`src/rtl/dsp_pkg.sv`:
```
// rtl/dsp_pkg.sv - shared opcodes, instruction layout and sequencer state encoding
package dsp_pkg;

    localparam int OP_W    = 6;
    localparam int FLD_DAW = 10;

    localparam logic [OP_W-1:0] OP_NOP = 6'h00;
    localparam logic [OP_W-1:0] OP_END = 6'h3F;

    localparam int OP_MSB = 35;
    localparam int OP_LSB = 30;
    localparam int W_MSB  = 29;
    localparam int W_LSB  = 20;
    localparam int A_MSB  = 19;
    localparam int A_LSB  = 10;
    localparam int B_MSB  = 9;
    localparam int B_LSB  = 0;

    typedef struct packed {
        logic [OP_W-1:0]    opcode;
        logic [FLD_DAW-1:0] addr_w;
        logic [FLD_DAW-1:0] addr_a;
        logic [FLD_DAW-1:0] addr_b;
    } instr_t;

    typedef enum logic [1:0] {
        IDLE  = 2'd0,
        RUN   = 2'd1,
        DRAIN = 2'd2
    } seq_state_t;

endpackage

```
`src/rtl/dsp_delay_line.sv`:
```
// rtl/dsp_delay_line.sv - fixed-depth register delay with an in-flight indicator
module dsp_delay_line #(
    parameter int W     = 8,
    parameter int DEPTH = 2
) (
    input  logic         clk,
    input  logic         rst_n,
    input  logic [W-1:0] i_data,
    output logic [W-1:0] o_data,
    output logic         o_pending
);

    logic [W-1:0] r_stage [DEPTH];

    always_ff @(posedge clk or negedge rst_n) begin
        if (!rst_n) begin
            for (int i = 0; i < DEPTH; i++) begin
                r_stage[i] <= '0;
            end
        end else begin
            r_stage[0] <= i_data;
            for (int i = 1; i < DEPTH; i++) begin
                r_stage[i] <= r_stage[i-1];
            end
        end
    end

    assign o_data = r_stage[DEPTH-1];

    // Any nonzero entry short of the output stage is still travelling.
    always_comb begin
        o_pending = 1'b0;
        for (int i = 0; i < DEPTH - 1; i++) begin
            o_pending = o_pending | (|r_stage[i]);
        end
    end

endmodule

```
`src/rtl/dsp_sequencer.sv`:
```
// rtl/dsp_sequencer.sv - per-sample program sequencer; DSP_SEQ_OVERRUN_COUNT_EN adds overrunCount
module dsp_sequencer
    import dsp_pkg::*;
#(
    parameter int IAW      = 9,
    parameter int IWW      = 36,
    parameter int DAW      = 10,
    parameter int PROG_LEN = 512,
    parameter int WB_DELAY = 2
) (
    input  logic            clk,
    input  logic            rst_n,
    input  logic            sampleTick,
    output logic [IAW-1:0]  addrI,
    input  logic [IWW-1:0]  dataI,
    output logic [DAW-1:0]  addrA,
    output logic [DAW-1:0]  addrB,
    output logic [OP_W-1:0] opcode,
    output logic            opValid,
    output logic [DAW-1:0]  addrW,
    output logic            writeEn,
    output logic            busy,
    output logic            done,
    output logic            overrun
`ifdef DSP_SEQ_OVERRUN_COUNT_EN
    ,
    output logic [15:0]     overrunCount
`endif
);

    localparam logic [IAW-1:0] PC_LAST = IAW'(PROG_LEN - 1);
    localparam int             DLW     = DAW + 2;

    seq_state_t      r_state;
    seq_state_t      w_state_nxt;
    logic [IAW-1:0]  r_pc;
    logic [IAW-1:0]  w_pc_nxt;
    logic            r_d_vld;
    logic            r_op_vld;
    logic [OP_W-1:0] r_opcode;
    logic [DAW-1:0]  r_addr_a;
    logic [DAW-1:0]  r_addr_b;
    logic            r_op_tok;
    logic            r_op_we;
    logic [DAW-1:0]  r_op_addr_w;
    logic            r_done;
    logic            r_overrun;

    instr_t          w_instr;
    logic            w_fetch;
    logic            w_end_dec;
    logic            w_live;
    logic            w_we;
    logic            w_start;
    logic            w_ovr;
    logic            w_busy;
    logic            w_done_nxt;
    logic            w_drained;
    logic [DLW-1:0]  w_dl_out;
    logic            w_dl_pending;
    logic            w_dl_tail_tok;

    always_comb begin
        w_instr.opcode = dataI[OP_MSB:OP_LSB];
        w_instr.addr_w = dataI[W_MSB:W_LSB];
        w_instr.addr_a = dataI[A_MSB:A_LSB];
        w_instr.addr_b = dataI[B_MSB:B_LSB];
    end

    assign w_fetch   = (r_state == RUN);
    assign w_end_dec = r_d_vld && (w_instr.opcode == OP_END);
    assign w_live    = r_d_vld && !w_end_dec;
    assign w_we      = w_live && (w_instr.opcode != OP_NOP);
    // A tick landing on the done cycle sees IDLE but must not restart the program.
    assign w_start   = sampleTick && (r_state == IDLE) && !r_done;
    assign w_ovr     = sampleTick && !w_start;

    // Each retiring slot (END included) carries a token so done waits for the last one.
    assign w_dl_tail_tok = w_dl_out[DLW-1];
    assign w_drained     = w_dl_tail_tok && !r_d_vld && !r_op_tok && !w_dl_pending;

    always_ff @(posedge clk or negedge rst_n) begin
        if (!rst_n) begin
            r_state <= IDLE;
        end else begin
            r_state <= w_state_nxt;
        end
    end

    always_comb begin
        w_state_nxt = r_state;
        case (r_state)
            IDLE:    if (w_start) w_state_nxt = RUN;
            RUN:     if (w_end_dec || (r_pc == PC_LAST)) w_state_nxt = DRAIN;
            DRAIN:   if (w_drained) w_state_nxt = IDLE;
            default: w_state_nxt = IDLE;
        endcase
    end

    always_comb begin
        w_busy     = (r_state != IDLE);
        w_done_nxt = (r_state == DRAIN) && w_drained;
        w_pc_nxt   = '0;
        if ((r_state == RUN) && (w_state_nxt == RUN)) begin
            w_pc_nxt = r_pc + 1'b1;
        end
    end

    always_ff @(posedge clk or negedge rst_n) begin
        if (!rst_n) begin
            r_pc        <= '0;
            r_d_vld     <= 1'b0;
            r_op_vld    <= 1'b0;
            r_opcode    <= '0;
            r_addr_a    <= '0;
            r_addr_b    <= '0;
            r_op_tok    <= 1'b0;
            r_op_we     <= 1'b0;
            r_op_addr_w <= '0;
            r_done      <= 1'b0;
            r_overrun   <= 1'b0;
        end else begin
            r_pc        <= w_pc_nxt;
            r_d_vld     <= w_fetch && !w_end_dec;
            r_op_vld    <= w_live;
            r_opcode    <= w_live ? w_instr.opcode : '0;
            r_addr_a    <= w_live ? DAW'(w_instr.addr_a) : '0;
            r_addr_b    <= w_live ? DAW'(w_instr.addr_b) : '0;
            r_op_tok    <= r_d_vld;
            r_op_we     <= w_we;
            r_op_addr_w <= w_we ? DAW'(w_instr.addr_w) : '0;
            r_done      <= w_done_nxt;
            r_overrun   <= w_ovr;
        end
    end

    dsp_delay_line #(
        .W     (DLW),
        .DEPTH (WB_DELAY)
    ) u_wb_delay (
        .clk       (clk),
        .rst_n     (rst_n),
        .i_data    ({r_op_tok, r_op_we, r_op_addr_w}),
        .o_data    (w_dl_out),
        .o_pending (w_dl_pending)
    );

    assign addrI   = r_pc;
    assign addrA   = r_addr_a;
    assign addrB   = r_addr_b;
    assign opcode  = r_opcode;
    assign opValid = r_op_vld;
    assign writeEn = w_dl_out[DAW];
    assign addrW   = w_dl_out[DAW-1:0];
    assign busy    = w_busy;
    assign done    = r_done;
    assign overrun = r_overrun;

`ifdef DSP_SEQ_OVERRUN_COUNT_EN
    logic [15:0] r_ovr_cnt;

    always_ff @(posedge clk or negedge rst_n) begin
        if (!rst_n) begin
            r_ovr_cnt <= '0;
        end else if (r_overrun && (r_ovr_cnt != 16'hFFFF)) begin
            r_ovr_cnt <= r_ovr_cnt + 16'd1;
        end
    end

    assign overrunCount = r_ovr_cnt;
`endif

endmodule
```
`config.mk`:
```
export PLATFORM = sky130hd
export DESIGN_NAME = dsp_sequencer
export DESIGN_NICKNAME = d
export VERILOG_FILES = /design/src/rtl/dsp_pkg.sv /design/src/rtl/dsp_delay_line.sv /design/src/rtl/dsp_sequencer.sv
export SDC_FILE = /design/constraint.sdc
export NUM_CORES = 1
export LEC_CHECK = 0
export CORE_MARGIN = 2
export CORE_UTILIZATION = 45
export DETAILED_ROUTE_END_ITERATION = 12
export GPL_ROUTABILITY_DRIVEN = 1
export PLACE_DENSITY_LB_ADDON = 0.25
export SYNTH_ARGS = -nofsm -noshare
export SYNTH_HDL_FRONTEND = slang
export SYNTH_HIERARCHICAL = 1
export SYNTH_SLANG_ARGS = --single-unit
export TNS_END_PERCENT = 5
```
`constraint.sdc`:
```
create_clock -name clk -period 2.5 [get_ports clk]
set_clock_uncertainty 0.05 [all_clocks]
set_input_delay 0.625 -clock clk [delete_from_list [all_inputs] [get_ports clk]]
set_output_delay 0.625 -clock clk [all_outputs]
set_load 0.005 [all_outputs]
```
* Word-level counts from Yosys, hierarchy flattened
Cells that the tools add are included.
Word-level totals: bits in registers 77, output and inout port bits 50, logic and storage cells 52
Cells by class: $add $sub $neg 1, equal/unequal tests 5, mux-type cells 9, reductions and logical operators 23
Operator list (number):
- 2-to-1 mux 10 bit | 3
- logical AND 1 bit | 12
- OR reduction 12 bit | 1
- adder 9 x 1 -> 9 bit, second input constant | 1
- == test 9 bit, second input constant | 1
- 2-to-1 mux 9 bit | 1
- == test 6 bit, second input constant | 1
- logical NOT 1 bit | 6
- 2-to-1 mux 2 bit | 3
- 2-to-1 mux 6 bit | 1
- case mux 2 bit (3 select lines) | 1
- nonzero test 6 bit | 1
- == test 2 x 1 -> 1 bit, second input constant | 2
- == test 2 bit, second input constant | 1
- logical NOT 2 bit | 1
- nonzero test 2 bit | 1
- logical OR 1 bit | 1

* Depth between registers and ports, before layout
Gate-level depths: netlist of run 1.
word-level depth 9, mapped depth 7

* By module
The synthesis of run 1 kept the hierarchy.
By module, submodules not included:
- dsp_sequencer | instances 1, cells each 147, area an instance 1901.8 µm², seq. area each 1326.3 µm²
- dsp_delay_line | instances 1, cells each 40, area an instance 714.4 µm², seq. area each 600.6 µm²

* Worst setup path after synthesis of run 1
No wires, ideal clock.
kind in2reg, from input port dataI[32], to register r_op_addr_w[0], library setup time 0.135 ns, arrival time 1.503 ns, required time 2.315 ns, path slack 0.813 ns, stages 4, path buffers 1, cell sequence or4_1 > nor3_2 > buf_6 > nor3b_1
Between the ends: word-level cells in the longest chain between the ends 6, elaborated cells on any way between the ends 7, those cells by class eq/ne: 1; mux: 1; reduce/logical: 5
RTL lines:
- start: declaration | line dsp_sequencer.sv:15 | input logic [IWW-1:0] dataI,
- == test 6 bit | line dsp_sequencer.sv:71 | assign w_end_dec = r_d_vld && (w_instr.opcode == OP_END);
- logical AND 1 bit | line dsp_sequencer.sv:71
- logical NOT 1 bit | line dsp_sequencer.sv:72 | assign w_live = r_d_vld && !w_end_dec;
- logical AND 1 bit | line dsp_sequencer.sv:72
- logical AND 1 bit * | line dsp_sequencer.sv:73 | assign w_we = w_live && (w_instr.opcode != OP_NOP);
- 2-to-1 mux 10 bit * | line dsp_sequencer.sv:131 | r_op_addr_w <= w_we ? DAW'(w_instr.addr_w) : '0;
- end signal: assignment | line dsp_sequencer.sv:131
- end: declaration | line dsp_sequencer.sv:45 | logic [DAW-1:0] r_op_addr_w;
Every way passes the cells marked *; elsewhere a longest branch is shown, timed or not.

* Final worst setup path of run 1
from register r_state[1], to output port busy
Between the ends: word-level cells in the longest chain between the ends 1
RTL lines:
- start: declaration | line dsp_sequencer.sv:34 | seq_state_t r_state;
- start signal: assignment | line dsp_sequencer.sv:86 | r_state <= w_state_nxt;
- nonzero test 2 bit | line dsp_sequencer.sv:101 | w_busy = (r_state != IDLE);
- end: declaration | line dsp_sequencer.sv:22 | output logic busy,
No other way between the ends.

==> results_dict.tcl, run 1 <==
set metrics [dict create \
    layout.area.seq_sq_um 1927 \
    cts.htree.levels 3 \
    max_cap_viol_count 0 \
    timing.final.crit_share 0.8718 \
    global_route_usage_over_all_layers 0.1633 \
    fmax_mhz 458.8 \
    floorplan.die.width_um 80.25 \
    cts_tree "done" \
    yosysUniqueCellTypes 32 \
    antenna_found_initial 0 \
    avg_cell_area_syn_sq_um 13.99 \
    leakage_nw 1.592 \
    critical_path_required_ns 1.82 \
    yosysWarningCount 6 \
    num_antenna_cells 0 \
    netSwitchingPower_mw 0.9499 \
    critPathArrivalTime_ns 1.50 \
    filler_cell_count 421 \
    synth_seq_area_share 0.7365 \
    grt_first_pass_wirelength_um 7665 \
    postSynthNetCount 228 \
    place_congestion 0.7230 \
    final_nets 313 \
    viasPerCell 4.619 \
    multi_input_comb_area_sq_um 556.8 \
    timing_worst_slew_pin_value_ns 0.5339 \
    antenna_left 0 \
    critPathCaptureType "primary output" \
    total_power_mw 3.563 \
    clk_path_buf_depth 2 \
    globalRoute.totalOverflow 0 \
    critical_path.max_fanout 5 \
    first_global_vias 1660 \
    layout.cells.most_common "clkdlybuf4s50_1" \
    detail_route.first_pass.iterations 4 \
    synth_enable_flop_cells 0 \
    fraction_of_layout_instances_using_a_drive_strength_above_1 0.08303 \
    hold_violations 0 \
    r2r_slack_ns 0.70 \
    via_count 1612 \
    largest_net_degree_at_the_start_of_global_routing 44 \
    criticalPathCategory "reg -> out" \
    cellInternalPower_mw 2.613 \
    async_s_r_ff_share_synth 1.000 \
    design.die.area_sq_um 6440 \
    finalCoreUtilization 0.6637 \
    cts_resized 0 \
    power_density_nw_per_um2 963.1 \
    max_slew_margin 0.6437 \
    cts_made_buffers 9 \
    ys.flop_type "dfrtp_1" \
    comb_power_share 0.252 \
    worst_setup_hold_path_clk_slew_ns 0.08 \
    starting_utilization_of_the_core_area 0.4694 \
    post_synth_instance_area_sq_um 2616 \
    hpwl_um 3319 \
    power_switching_share 0.2666 \
    die_h_um 80.25 \
    insertion_delay_ns 0.34 \
    timing.setup.tns_ns 0 \
    row_count 27 \
    cell_count_after_synthesis 187 \
    finalCriticalPeriod_ns 2.180 \
    clock-root-buffer "clkbuf_8" \
    setup.worst_path.start_class "flop" \
    synth.ff_latch_count 77 \
    design.portCount 89 \
    1st_iter_drt_viols 77 \
    unrepaired_setup_endpoints_after_global_routing "no" \
    portBuffers 88 \
    remaining_drc_errors 0 \
    design.core.area_sq_um 5574 \
    cts_num_sinks 77 \
    postCtsHoldBufs 0 \
    final_wirelength_um 4624 \
    power.share.clock 0.259 \
    power.share.sequential 0.489 \
    holdCritPathClass "in -> async" \
    outcome "completed" \
    layout.cells.most_common_list "clkdlybuf4s50_1, dfrtp_1, and2_1, nor3b_1, clkbuf_8" \
    cts.repair_timing.setup_buffer_count 0 \
    final_max_slew_viol_count 0 \
    ir_drop_uv 568.7 \
    routed_wire_length_per_instance_um 13.25 \
    area_growth_syn_to_layout_pct 41.42 \
    setup_violations 0 \
]
## metrics by stage
step	hold WS [ns]	setup slack (ns)	instances	area, sq um
2_1_floorplan	0.2794	0.8127	187	2616
3_3_place_gp	0.2827	0.3186	333	3502
3_5_place_dp	0.2847	0.2764	333	3502
4_1_cts	0.1816	0.3076	349	3700
5_1_grt	0.1962	0.2603	349	3700
6_report	0.1737	0.3205	349	3700
## metal layers
metal	routed length, um	vias up	GRT usage
met1	1826	772	0.1928
met4	42	0	0.06102
met5	0	-	0
met3	451	4	0.08090
met2	2304	63	0.2575
li1	-	773	-
## registers in the layout, summed over array words and instances, names as in the netlist
signal / cells
addrB: 10
r_state: 2
r_op_addr_w: 10
r_op_we: 1
opValid: 1
u_wb_delay/o_data: 12
addrI: 9
r_d_vld: 1
r_op_tok: 1
overrun: 1
u_wb_delay/r_stage: 12
addrA: 10
opcode: 6
done: 1
## area by class of cell
type | instances | area share
tap | 72 | 0.02435
inverter | 4 | 0.004058
clock inverter | 6 | 0.01894
clock buffer | 10 | 0.03449
sequential | 77 | 0.5208
multi-input combinational | 89 | 0.1505
timing repair buffer | 91 | 0.2469
## critical path, stage by stage, from the launching register on
cell and delay [ns]:
dfrtp_1 0.42, or2_2 0.30, clkdlybuf4s50_1 0.45
## cells in the mapped netlist (all sizes together), types with 2 or more instances
library cell / number / share of area
nor4: 3 / 0.0072
nand3: 5 / 0.0096
nor3: 3 / 0.0077
nor2: 7 / 0.010
xor2: 2 / 0.0067
nand2: 5 / 0.0072
nand4: 2 / 0.0048
ha: 2 / 0.0096
inv: 4 / 0.0057
a21oi: 5 / 0.0096
and2: 26 / 0.063
nor3b: 11 / 0.032
buf: 14 / 0.041
or3: 3 / 0.0072
o21ai: 5 / 0.0096
clkbuf: 3 / 0.0043
dfrtp: 77 / 0.74
## power by group through the flow
stage | Sequential, mW | Combinational (mW) | Clock, mW
CTS | 1.75 | 0.919 | 0.946
floorplan | 1.75 | 0.386 | 0
finish | 1.74 | 0.898 | 0.921
detailed placement | 1.77 | 0.912 | 0
global route | 1.79 | 0.993 | 1.01
global placement | 1.76 | 0.898 | 0
## worst paths after layout
check                                  startpoint                     end  cells past startpoint
setup / recovery                       r_state[1]                    busy                      2
hold / removal                              rst_n                addrA[8]                      1
setup reg to reg           u_wb_delay/r_stage[22]                    done                      4
hold reg to reg                    r_op_addr_w[2]  u_wb_delay/r_stage[14]                      0
max in group asynchronous                   rst_n                r_op_tok                      2
min in group clk                   r_op_addr_w[2]  u_wb_delay/r_stage[14]                      0
## logic make-up (layout without fill, tap and decap cells)
family,after synthesis,in the layout,synth area share
fa+ha+maj,2,2,0.009563
flops,77,77,0.7365
buf+inv,21,111,0.05069
simple gates,73,73,0.1707
compound gates,11,11,0.02247
xor+xnor,3,3,0.01004
No activity file was read; power rests on OpenSTA's default activity.
==> inputs of run 2 (changes only) <==
--- a/config.mk
+++ b/config.mk
@@ -6,7 +6,7 @@
 export NUM_CORES = 1
 export LEC_CHECK = 0
 export CORE_MARGIN = 2
-export CORE_UTILIZATION = 45
+export CORE_UTILIZATION = 48
 export DETAILED_ROUTE_END_ITERATION = 12
 export GPL_ROUTABILITY_DRIVEN = 1
 export PLACE_DENSITY_LB_ADDON = 0.25
==> results_dict.tcl, run 2 (same netlist as run 1, synthesis figures left out) <==
set metrics [dict create \
    crit_path_top_delay_cell "clkdlybuf4s50_1" \
    critPathCaptureType "primary output" \
    r2r-end "addrI[5]" \
    power_density_nw_per_um2 963.2 \
    worst_setup_hold_path_clk_slew_ns 0.08 \
    viasPerCell 4.688 \
    max_slew_margin 0.6202 \
    worst_flop_to_flop_path_startpoint "addrI[0]" \
    worstPathBufferInverterCount 1 \
    netSwitchingPower_mw 0.9494 \
    cts.repair_timing.setup_buffer_count 0 \
    cts_made_buffers 9 \
    timing.critical_path.slowest_cell_delay_ns 0.44 \
    fraction_of_layout_instances_using_a_drive_strength_above_1 0.07971 \
    die_h_um 77.83 \
    largest_net_degree_at_the_start_of_global_routing 41 \
    cts_num_sinks 77 \
    filler_cell_count 367 \
    layout.cells.most_common "clkdlybuf4s50_1" \
    design.die.area_sq_um 6057 \
    design.portCount 89 \
    postCtsHoldBufs 0 \
    area_growth_syn_to_layout_pct 40.99 \
    antenna_found_initial 0 \
    final_wirelength_um 4793 \
    cellInternalPower_mw 2.603 \
    via_count 1622 \
    preCtsSetupSlack_ns 0.2724 \
    setup_violations 0 \
    power.share.clock 0.253 \
    family_with_the_most_delay_on_the_worst_path "buffers and inverters" \
    cts.htree.levels 3 \
    first_global_vias 1667 \
    global_route_usage_over_all_layers 0.1803 \
    remaining_drc_errors 0 \
    place_congestion 0.7487 \
    critical_path.max_fanout 5 \
    critPathArrivalTime_ns 1.49 \
    design.core.area_sq_um 5172 \
    layout.cells.most_common_list "clkdlybuf4s50_1, dfrtp_1, and2_1, nor3b_1, clkbuf_8" \
    final_max_slew_viol_count 0 \
    cts_resized 0 \
    finalCriticalPeriod_ns 2.166 \
    power.share.sequential 0.492 \
    detail_route.first_pass.iterations 4 \
    timing_worst_slew_pin_value_ns 0.5691 \
    ir_drop_uv 502.0 \
    hpwl_um 3386 \
    worst_r2r_path_depth 6 \
    criticalPathCategory "reg -> out" \
    comb_power_share 0.256 \
    timing.final.crit_share 0.8665 \
    starting_utilization_of_the_core_area 0.5058 \
    grt_first_pass_wirelength_um 8066 \
    path_cells "or2_2, clkdlybuf4s50_1" \
    fmax_mhz 461.6 \
    timing.setup.tns_ns 0 \
    cts_tree "done" \
    leakage_nw 1.576 \
    antenna_left 0 \
    clk_path_buf_depth 2 \
    unrepaired_setup_endpoints_after_global_routing "no" \
    floorplan.die.width_um 77.83 \
    hold_violations 0 \
    critical_path_required_ns 1.82 \
    max_cap_viol_count 0 \
    globalRoute.totalOverflow 0 \
    power_switching_share 0.2672 \
    insertion_delay_ns 0.34 \
    1st_iter_drt_viols 98 \
    row_count 26 \
    layout_setup_ws_ns 0.3338 \
    final_nets 313 \
    holdCritPathClass "in -> async" \
    outcome "completed" \
    num_antenna_cells 0 \
    r2r_slack_ns 0.73 \
    setup.worst_path.start_class "flop" \
    portBuffers 88 \
    clock-root-buffer "clkbuf_8" \
    total_power_mw 3.553 \
    routed_wire_length_per_instance_um 13.85 \
]
-- run 2: changes by cell type in the layout (fill, tap and decap cells not counted), sizes merged --
cell,previous run,this run
clkinvlp,0,3
clkinv,3,0
inv,6,5
-- run 2: worst max-delay path by stage --
stage,slack (ns),startpoint,to,cells after the start
after global routing,0.28,r_state[1],busy,2
after global placement,0.32,dataI[32],r_op_addr_w[5],5
after detailed placement,0.27,dataI[32],r_op_addr_w[0],5
after floorplan,0.81,dataI[32],r_op_addr_w[0],4
final,0.33,r_state[1],busy,2
after CTS,0.32,r_state[1],busy,2
-- run 2: worst register-to-register path, stage by stage (launching register included) --
cell and delay (ns):
dfrtp_1 0.45, ha_1 0.27, inv_1 0.09, nor3_1 0.06
ha_1 0.21, a211o_1 0.41, a21oi_1 0.16
-- run 2: per-layer routing --
layer / part of all wire / vias to the layer above / GRT usage
met5: 0 / - / 0
met4: 0.017 / 0 / 0.08036
met3: 0.11 / 7 / 0.09767
met2: 0.45 / 71 / 0.2647
met1: 0.42 / 768 / 0.2197
li1: - / 776 / -
-- run 2: per-stage QoR --
step	hold WS, ns	cell area (sq um)	instances	util
2_1_floorplan	0.2794	2616	187	-
3_3_place_gp	0.2840	3500	331	0.6766
3_5_place_dp	0.2847	3500	331	0.6766
4_1_cts	0.1968	3689	346	0.7131
5_1_grt	0.2036	3689	346	0.7131
6_report	0.1906	3689	346	0.7131
-- run 2: final cells by class --
class                           instances  area (sq um)  share of cell area
Tap cell                               70         87.58             0.02374
Clock buffer                           10         127.6             0.03460
Inverter                                4         15.01            0.004071
Clock inverter                          5         61.31             0.01662
Multi-Input combinational cell         89         556.8              0.1509
Sequential cell                        77          1927              0.5224
Timing Repair Buffer                   91         913.4              0.2476
-- run 2: power groups by stage --
stage / registers, mW / clock network (mW) / logic [mW]
2_1_floorplan: 1.75 / 0 / 0.386
5_1_grt: 1.79 / 0.990 / 0.995
3_5_place_dp: 1.77 / 0 / 0.920
6_report: 1.75 / 0.897 / 0.908
3_3_place_gp: 1.76 / 0 / 0.899
4_1_cts: 1.75 / 0.919 / 0.928
==> inputs of run 3 (changes only) <==
--- a/config.mk
+++ b/config.mk
@@ -9,7 +9,9 @@
 export CORE_UTILIZATION = 48
 export DETAILED_ROUTE_END_ITERATION = 12
 export GPL_ROUTABILITY_DRIVEN = 1
+export MAX_ROUTING_LAYER = met4
 export PLACE_DENSITY_LB_ADDON = 0.25
+export SLEW_MARGIN = 0
 export SYNTH_ARGS = -nofsm -noshare
 export SYNTH_HDL_FRONTEND = slang
 export SYNTH_HIERARCHICAL = 1
==> results_dict.tcl, run 3 (same netlist as run 1, synthesis figures left out) <==
set metrics [dict create \
    outcome "completed" \
    cts.htree.levels 3 \
    insertion_delay_ns 0.34 \
    routed_wire_length_per_instance_um 13.83 \
    final_nets 313 \
    total_power_mw 3.552 \
    starting_utilization_of_the_core_area 0.5058 \
    remaining_drc_errors 0 \
    leakage_nw 1.576 \
    critical_path.max_fanout 5 \
    fmax_mhz 460.8 \
    layout_setup_ws_ns 0.3300 \
    num_antenna_cells 0 \
    finalCriticalPeriod_ns 2.170 \
    cts_tree "done" \
    design.core.area_sq_um 5172 \
    layout.cells.most_common "clkdlybuf4s50_1" \
    ir_drop_uv 501.7 \
    worst_r2r_path_depth 6 \
    detail_route.first_pass.iterations 4 \
    die_h_um 77.83 \
    layout.cells.most_common_list "clkdlybuf4s50_1, dfrtp_1, and2_1, nor3b_1, clkbuf_8" \
    clock-root-buffer "clkbuf_8" \
    cts.repair_timing.setup_buffer_count 0 \
    worst_flop_to_flop_path_startpoint "addrI[0]" \
    grt_first_pass_wirelength_um 8017 \
    timing.final.crit_share 0.8680 \
    preCtsSetupSlack_ns 0.2724 \
    setup.worst_path.start_class "flop" \
    final_max_slew_viol_count 0 \
    viasPerCell 4.717 \
    critPathCaptureType "primary output" \
    filler_cell_count 367 \
    final_wirelength_um 4784 \
    largest_net_degree_at_the_start_of_global_routing 41 \
    via_count 1632 \
    floorplan.die.width_um 77.83 \
    power_density_nw_per_um2 962.9 \
    timing.setup.tns_ns 0 \
    hold_violations 0 \
    worst_setup_hold_path_clk_slew_ns 0.08 \
    antenna_found_initial 0 \
    r2r_slack_ns 0.73 \
    criticalPathCategory "reg -> out" \
    fin_worst_hold_slack_ns 0.1868 \
    setup_violations 0 \
    r2r-end "addrI[5]" \
    cts_made_buffers 9 \
    design.portCount 89 \
    globalRoute.totalOverflow 0 \
    row_count 26 \
    max_cap_viol_count 0 \
    critical_path_required_ns 1.82 \
    design.die.area_sq_um 6057 \
    clk_path_buf_depth 2 \
    holdCritPathClass "in -> async" \
    postCtsHoldBufs 0 \
    fraction_of_layout_instances_using_a_drive_strength_above_1 0.07971 \
    hpwl_um 3386 \
    place_congestion 0.7582 \
    unrepaired_setup_endpoints_after_global_routing "no" \
    global_route_usage_over_all_layers 0.1847 \
    timing_worst_slew_pin_value_ns 0.5665 \
    cts_num_sinks 77 \
    max_slew_margin 0.6219 \
    critPathArrivalTime_ns 1.50 \
    area_growth_syn_to_layout_pct 40.99 \
    first_global_vias 1680 \
    antenna_left 0 \
    portBuffers 88 \
    1st_iter_drt_viols 101 \
    finalCoreUtilization 0.7131 \
    cts_resized 0 \
]
[run 3: layout make-up]
type                    instances  area (sq um)  share of cell area
multi-input cells              89         556.8              0.1509
repair buffers                 91         913.4              0.2476
clock inverters                 5         61.31             0.01662
inverters                       4         15.01            0.004071
well taps                      70         87.58             0.02374
flip-flops and latches         77          1927              0.5224
clock buffers                  10         127.6             0.03460
[run 3: worst max-delay path by stage]
stage	start	end	cells after the start	slack (ns)
global route	r_state[1]	busy	2	0.28
detailed placement	dataI[32]	r_op_addr_w[0]	5	0.27
global placement	dataI[32]	r_op_addr_w[5]	5	0.32
CTS	r_state[1]	busy	2	0.32
finish	r_state[1]	busy	2	0.33
floorplan	dataI[32]	r_op_addr_w[0]	4	0.81
[run 3: power by group]
part | internal (mW) | switching, mW | leakage, nW
logic | 0.558 | 0.349 | 0.555
registers | 1.59 | 0.158 | 0.936
clock network | 0.459 | 0.441 | 0.0850
total | 2.60 | 0.948 | 1.58
[run 3: metal layers]
layer / routed length (um) / GRT usage / share of wire / vias up
met5: 0 / - / 0 / -
met4: 64 / 0.08571 / 0.013 / 0
met3: 369 / 0.06512 / 0.077 / 7
met2: 2203 / 0.2647 / 0.46 / 72
met1: 2147 / 0.2374 / 0.45 / 773
li1: - / - / - / 780
[run 3: stage by stage]
stage	instances	area, sq um
after floorplan	187	2616
after global routing	346	3689
after detailed placement	331	3500
final	346	3689
after global placement	331	3500
after CTS	346	3689
[run 3: critical path, cell delays in order (launching register included)]
cell and delay (ns):
dfrtp_1 0.42, or2_2 0.30, clkdlybuf4s50_1 0.44
==> RTL change 1, RTL diff (settings of run 3) <==
Take the reset off `r_addr_b` and load it in a clocked block of its own.
--- a/src/rtl/dsp_sequencer.sv
+++ b/src/rtl/dsp_sequencer.sv
@@ -113,7 +113,6 @@
             r_op_vld    <= 1'b0;
             r_opcode    <= '0;
             r_addr_a    <= '0;
-            r_addr_b    <= '0;
             r_op_tok    <= 1'b0;
             r_op_we     <= 1'b0;
             r_op_addr_w <= '0;
@@ -125,13 +124,16 @@
             r_op_vld    <= w_live;
             r_opcode    <= w_live ? w_instr.opcode : '0;
             r_addr_a    <= w_live ? DAW'(w_instr.addr_a) : '0;
-            r_addr_b    <= w_live ? DAW'(w_instr.addr_b) : '0;
             r_op_tok    <= r_d_vld;
             r_op_we     <= w_we;
             r_op_addr_w <= w_we ? DAW'(w_instr.addr_w) : '0;
             r_done      <= w_done_nxt;
             r_overrun   <= w_ovr;
         end
+    end
+
+    always_ff @(posedge clk) begin
+        r_addr_b <= w_live ? DAW'(w_instr.addr_b) : '0;
     end
 
     dsp_delay_line #(
Check against the original RTL: differs if rst_n is asserted again (counterexample within 4 cycles, from zero or initial values and one cycle with rst_n low); with rst_n held inactive, the same outputs for 10 cycles.
==> RTL change 1 against run 3 <==
Via count decreased by 1.3%. Largest power group unchanged. Synthesized area shrank 1.9%. Total power about the same. Design area is 0.98% lower. First-iteration DRC count grew 36%. Wire length fell by 5.5%. Die area down 1.8%. Setup slack improved by 0.0068 ns. Count of clock-buffer cells in the layout is the same. Largest cell class unchanged. Non-clock buffer count grew 1. Sequential cell count stayed put.
==> RTL change 1: results (changes against run 3) <==
* Cell Pwr Density at 973 mW/mm² (was 963 mW/mm²)
* Multi-input gate share of the layout cell area at 15.2% (was 15.1%)
* Static Leakage at 1.55 nW (was 1.58 nW)
* Area after detailed placement at 0.00345 mm² (was 0.00350 mm²)
* Final design instance area without fill at 0.00365 mm² (was 0.00369 mm²)
* GRT Resource Usage Total at 17.3% (was 18.5%)
* Result of the run: finished clean (unchanged)
* Share of final layout cell area taken by non-clock buffers at 25.1% (was 24.8%)
* Maximum number of pins on one net before global-route repair at 32 (was 41)
* Clock Power at 0.915 mW (was 0.901 mW)
* Number of vias per cell after detailed routing at 4.63 (was 4.72)
* Proportion of register bits with asynchronous set or reset after synthesis at 87.0% (was 100%)
* Post-placement cell count at 332 (was 331)
* Ratio of cells with drive above 1 in the final layout at 8.63% (was 7.97%)
* Layout overhead on the synthesized area at 42.3% (was 41.0%)
* Final HPWL DP at 3.15 mm (was 3.39 mm)
* Post-synthesis sequential area ratio at 73.1% (was 73.6%)
* Fraction of standard cell area that is sequential at 51.4% (was 52.2%)
* GRT met2 Usage at 26.6% (was 26.5%)
* Met3 wire length at 281 µm (was 369 µm)
* Leading post-synthesis cells by cell area: dfrtp_1, dfxtp_1, and2_1 (was dfrtp_1, and2_1, buf_4)
* Wire length on met1 at 1.94 mm (was 2.15 mm)
* Synthesized area divided by synthesized cell count at 13.7 µm² (was 14.0 µm²)
* GRT met3 Usage at 6.47% (was 6.51%)
* Fill count at 370 (was 367)
* Pre-CTS setup slack at 0.307 ns (was 0.272 ns)
[RTL change 1: cell count changes in the layout (fill, tap and decap cells not counted)]
cell     change
buf_2        +1
dfrtp_1     -10
dfxtp_1     +10
inv_6        +1
[RTL change 1: worst register-to-register path: cells and delay by family, from the launching register on]
kind	cells	cell delay (ns)
flip-flops	1	0.44
AO/OA/AOI/OAI	2	0.59
buffers and inverters	1	0.09
AND/OR/NAND/NOR	1	0.06
adder cells (fa/ha/maj)	2	0.46
[RTL change 1: worst paths after layout]
| path | startpoint | endpoint | slack (ns) | cells past startpoint |
|---|---|---|---|---|
| worst max-delay path | r_state[0] | busy | 0.34 | 2 |
| worst min-delay path | rst_n | addrA[2] | 0.12 | 1 |
| worst max register to register | addrI[0] | addrI[6] | 0.73 | 6 |
| worst min register to register | r_op_addr_w[9] | u_wb_delay/r_stage[21] | 0.30 | 0 |
| max in group asynchronous | rst_n | r_op_addr_w[4] | 1.67 | 2 |
| min in group clk | r_op_addr_w[9] | u_wb_delay/r_stage[21] | 0.30 | 0 |
==> RTL change 2, RTL diff (settings of run 3) <==
Made on the original files. Build with the macro `DSP_SEQ_OVERRUN_COUNT_EN` defined.
--- a/src/rtl/dsp_sequencer.sv
+++ b/src/rtl/dsp_sequencer.sv
@@ -1,4 +1,6 @@
 // rtl/dsp_sequencer.sv - per-sample program sequencer; DSP_SEQ_OVERRUN_COUNT_EN adds overrunCount
+`define DSP_SEQ_OVERRUN_COUNT_EN
+
 module dsp_sequencer
     import dsp_pkg::*;
 #(
Behaviour (old outputs only; new: overrunCount): unchanged (equiv_simple and equiv_induct, registers matched by name and starting in step).
==> RTL change 2 against run 3 <==
Global-route usage is 0.41 points lower. Count of clock-buffer cells in the layout is the same. Setup slack got worse by 0.015 ns. Sequential share of layout area down 2.8 points. Synthesized area rose by 30%. Design area grew 28%. Wire length up 31%. Worst hold slack got worse by 0.14 ns. Core utilization down 2.4 points. Sequential cell count up 16. Total power is 23% higher. Largest cell class unchanged.
==> RTL change 2: results (changes against run 3) <==
* Wire length of the first global-routing pass at 10.1 mm (was 8.02 mm)
* Post-synthesis cell type count at 39 (was 32)
* Capture instance of the worst register-to-register path: overrunCount[1] (was addrI[5])
* Leading post-synthesis cells by cell area: dfrtp_1, and2_1, buf_4 (unchanged)
* Clock-pin slew on the worst setup and hold paths at roughly 0.09 ns
* Class of the worst hold path: input port to async pin (unchanged)
* Port-buffer cells at 104 (was 88)
* Number of buffers on the longest clock path at 2 (unchanged)
* Count of flip-flops with a built-in enable after synthesis at 0 (unchanged)
* Result of the run: finished clean (unchanged)
* GRT met2 Usage at 28.4% (was 26.5%)
* Critical path destination: busy (unchanged)
* Number of CTS-inserted buffers at 9 (unchanged)
* Launching instance or port of the critical path: r_state[1] (unchanged)
* Max_slew headroom at 65.0% (was 62.2%)
* # Post-CTS Setup Buffers at 0 (unchanged)
* Startpoint of the most critical register-to-register path: overrunCount[4] (was addrI[0])
* Final worst slack at 0.315 ns (was 0.330 ns)
* Antenna violations before repair at 0 (unchanged)
* GRT met3 Usage at 4.34% (was 6.51%)
* Post-synthesis net count at 301 (was 228)
* Count of nets after finishing at 403 (was 313)
* Setup slack of the worst register-to-register path at 0.60 ns (was 0.73 ns)
* Pre-CTS setup slack at 0.151 ns (was 0.272 ns)
* ANT cells at 0 (unchanged)
* Initial DRC count at 85 (was 101)
* Final-report hold violation count at 0 (unchanged)
* Max-slew violations at 0 (unchanged)
* Fill count at 532 (was 367)
* Highest fanout seen on the critical path at 4 (was 5)
* GRT Resource Usage Total at 18.1% (was 18.5%)
* Maximum number of pins on one net before global-route repair at 50 (was 41)
* Setup TNS at 0 ns (unchanged)
* Number of gates resized after cts at 0 (unchanged)
* Routed length per placed instance at 13.5 µm (was 13.8 µm)
* R2r worst-path depth at 4 (was 6)
* Post-synthesis sequential area ratio at 68.5% (was 73.6%)
* Switching Share at 26.7% (about the same)
* Most frequent cells after synthesis: dfrtp_1, and2_1, nor2_1 (was dfrtp_1, and2_1, buf_4)
* Number of flip-flops under the largest register name at 16
* Proportion of register bits with asynchronous set or reset after synthesis at 100% (unchanged)
* Setup-violating endpoint count in the final report at 0 (unchanged)
* Ratio of cells with drive above 1 in the final layout at 8.20% (was 7.97%)
* Global Route met1 Usage at 22.2% (was 23.7%)
* Static Leakage at 2.02 nW (was 1.58 nW)
* Final weighted congestion in routability-driven placement at 0.733 (was 0.758)
* Via count of the routed design at 2,230 (was 1,632)
* Syn. warnings at 6 (unchanged)
* Final HPWL DP at 4.62 mm (was 3.39 mm)
* Number of H-tree levels at 3 (unchanged)
* Worst supply voltage drop on vdd at 0.605 mV (was 0.502 mV)
* Data arrival time of the worst path at 1.51 ns
-- RTL change 2: changes by cell type after synthesis, sizes merged, moves of 4 or more --
cell	delta
dfrtp	+16
nor3b	-11
and2	+10
nor2	+8
xnor2	+8
nand3	+7
nand4	+7
nand2	+6
o21ai	-4
-- RTL change 2: final cells by class --
class	instances	area share [%]
Sequential cell	93	49.4
Timing Repair Buffer	108	22.9
Multi-Input combinational cell	146	20.2
Clock buffer	10	2.71
Tap cell	96	2.55
Clock inverter	6	1.99
Inverter	3	0.239
-- RTL change 2: kinds of logic after synthesis --
logic type / share of synthesized area, %
muxes: 1.40
xor gates and xnor gates: 3.61
and+or+nand+nor: 19.2
adders and majority gates: 1.10
DFF: 68.5
buffers and inverters: 3.57
AOI/OAI and AO/OA: 2.65
-- RTL change 2: worst min-delay path by stage --
stage / start / to / depth (start not counted)
floorplan: rst_n / addrA[0] / 0
global placement: r_op_addr_w[1] / u_wb_delay/r_stage[13] / 0
detailed placement: r_op_addr_w[2] / u_wb_delay/r_stage[14] / 0
CTS: rst_n / u_wb_delay/o_data[5] / 1
global route: rst_n / u_wb_delay/o_data[5] / 1
finish: rst_n / u_wb_delay/o_data[5] / 1
-- RTL change 2: power by group through the flow --
stage / clock, mW / sequential, mW / combinational, mW
3_5_place_dp: 0 / 2.16 / 1.17
5_1_grt: 1.18 / 2.18 / 1.27
6_report: 1.09 / 2.12 / 1.16
4_1_cts: 1.13 / 2.13 / 1.18
3_3_place_gp: 0 / 2.14 / 1.14
2_1_floorplan: 0 / 2.14 / 0.502
-- RTL change 2: critical path: stages, from the launching register on --
cell and delay, ns:
dfrtp_1 0.41, or2_2 0.32, clkdlybuf4s50_1 0.45
-- RTL change 2: through the flow --
step / std cells / cell area (µm²) / util (%) / hold slack (ns)
3_3_place_gp: 446 / 4490 / 65.7 / 0.284
5_1_grt: 462 / 4710 / 69.0 / 0.0356
6_report: 462 / 4710 / 69.0 / 0.0490
2_1_floorplan: 259 / 3400 / - / 0.279
3_5_place_dp: 446 / 4490 / 65.7 / 0.287
4_1_cts: 462 / 4710 / 69.0 / 0.0315
-- RTL change 2: routing by layer --
layer / routed length (µm) / vias up / part of all wire [%]
met3: 300 / 10 / 4.8
met1: 2760 / 1083 / 44
met2: 3090 / 68 / 49
met4: 104 / 0 / 1.7
li1: - / 1069 / -
met5: 0 / - / 0
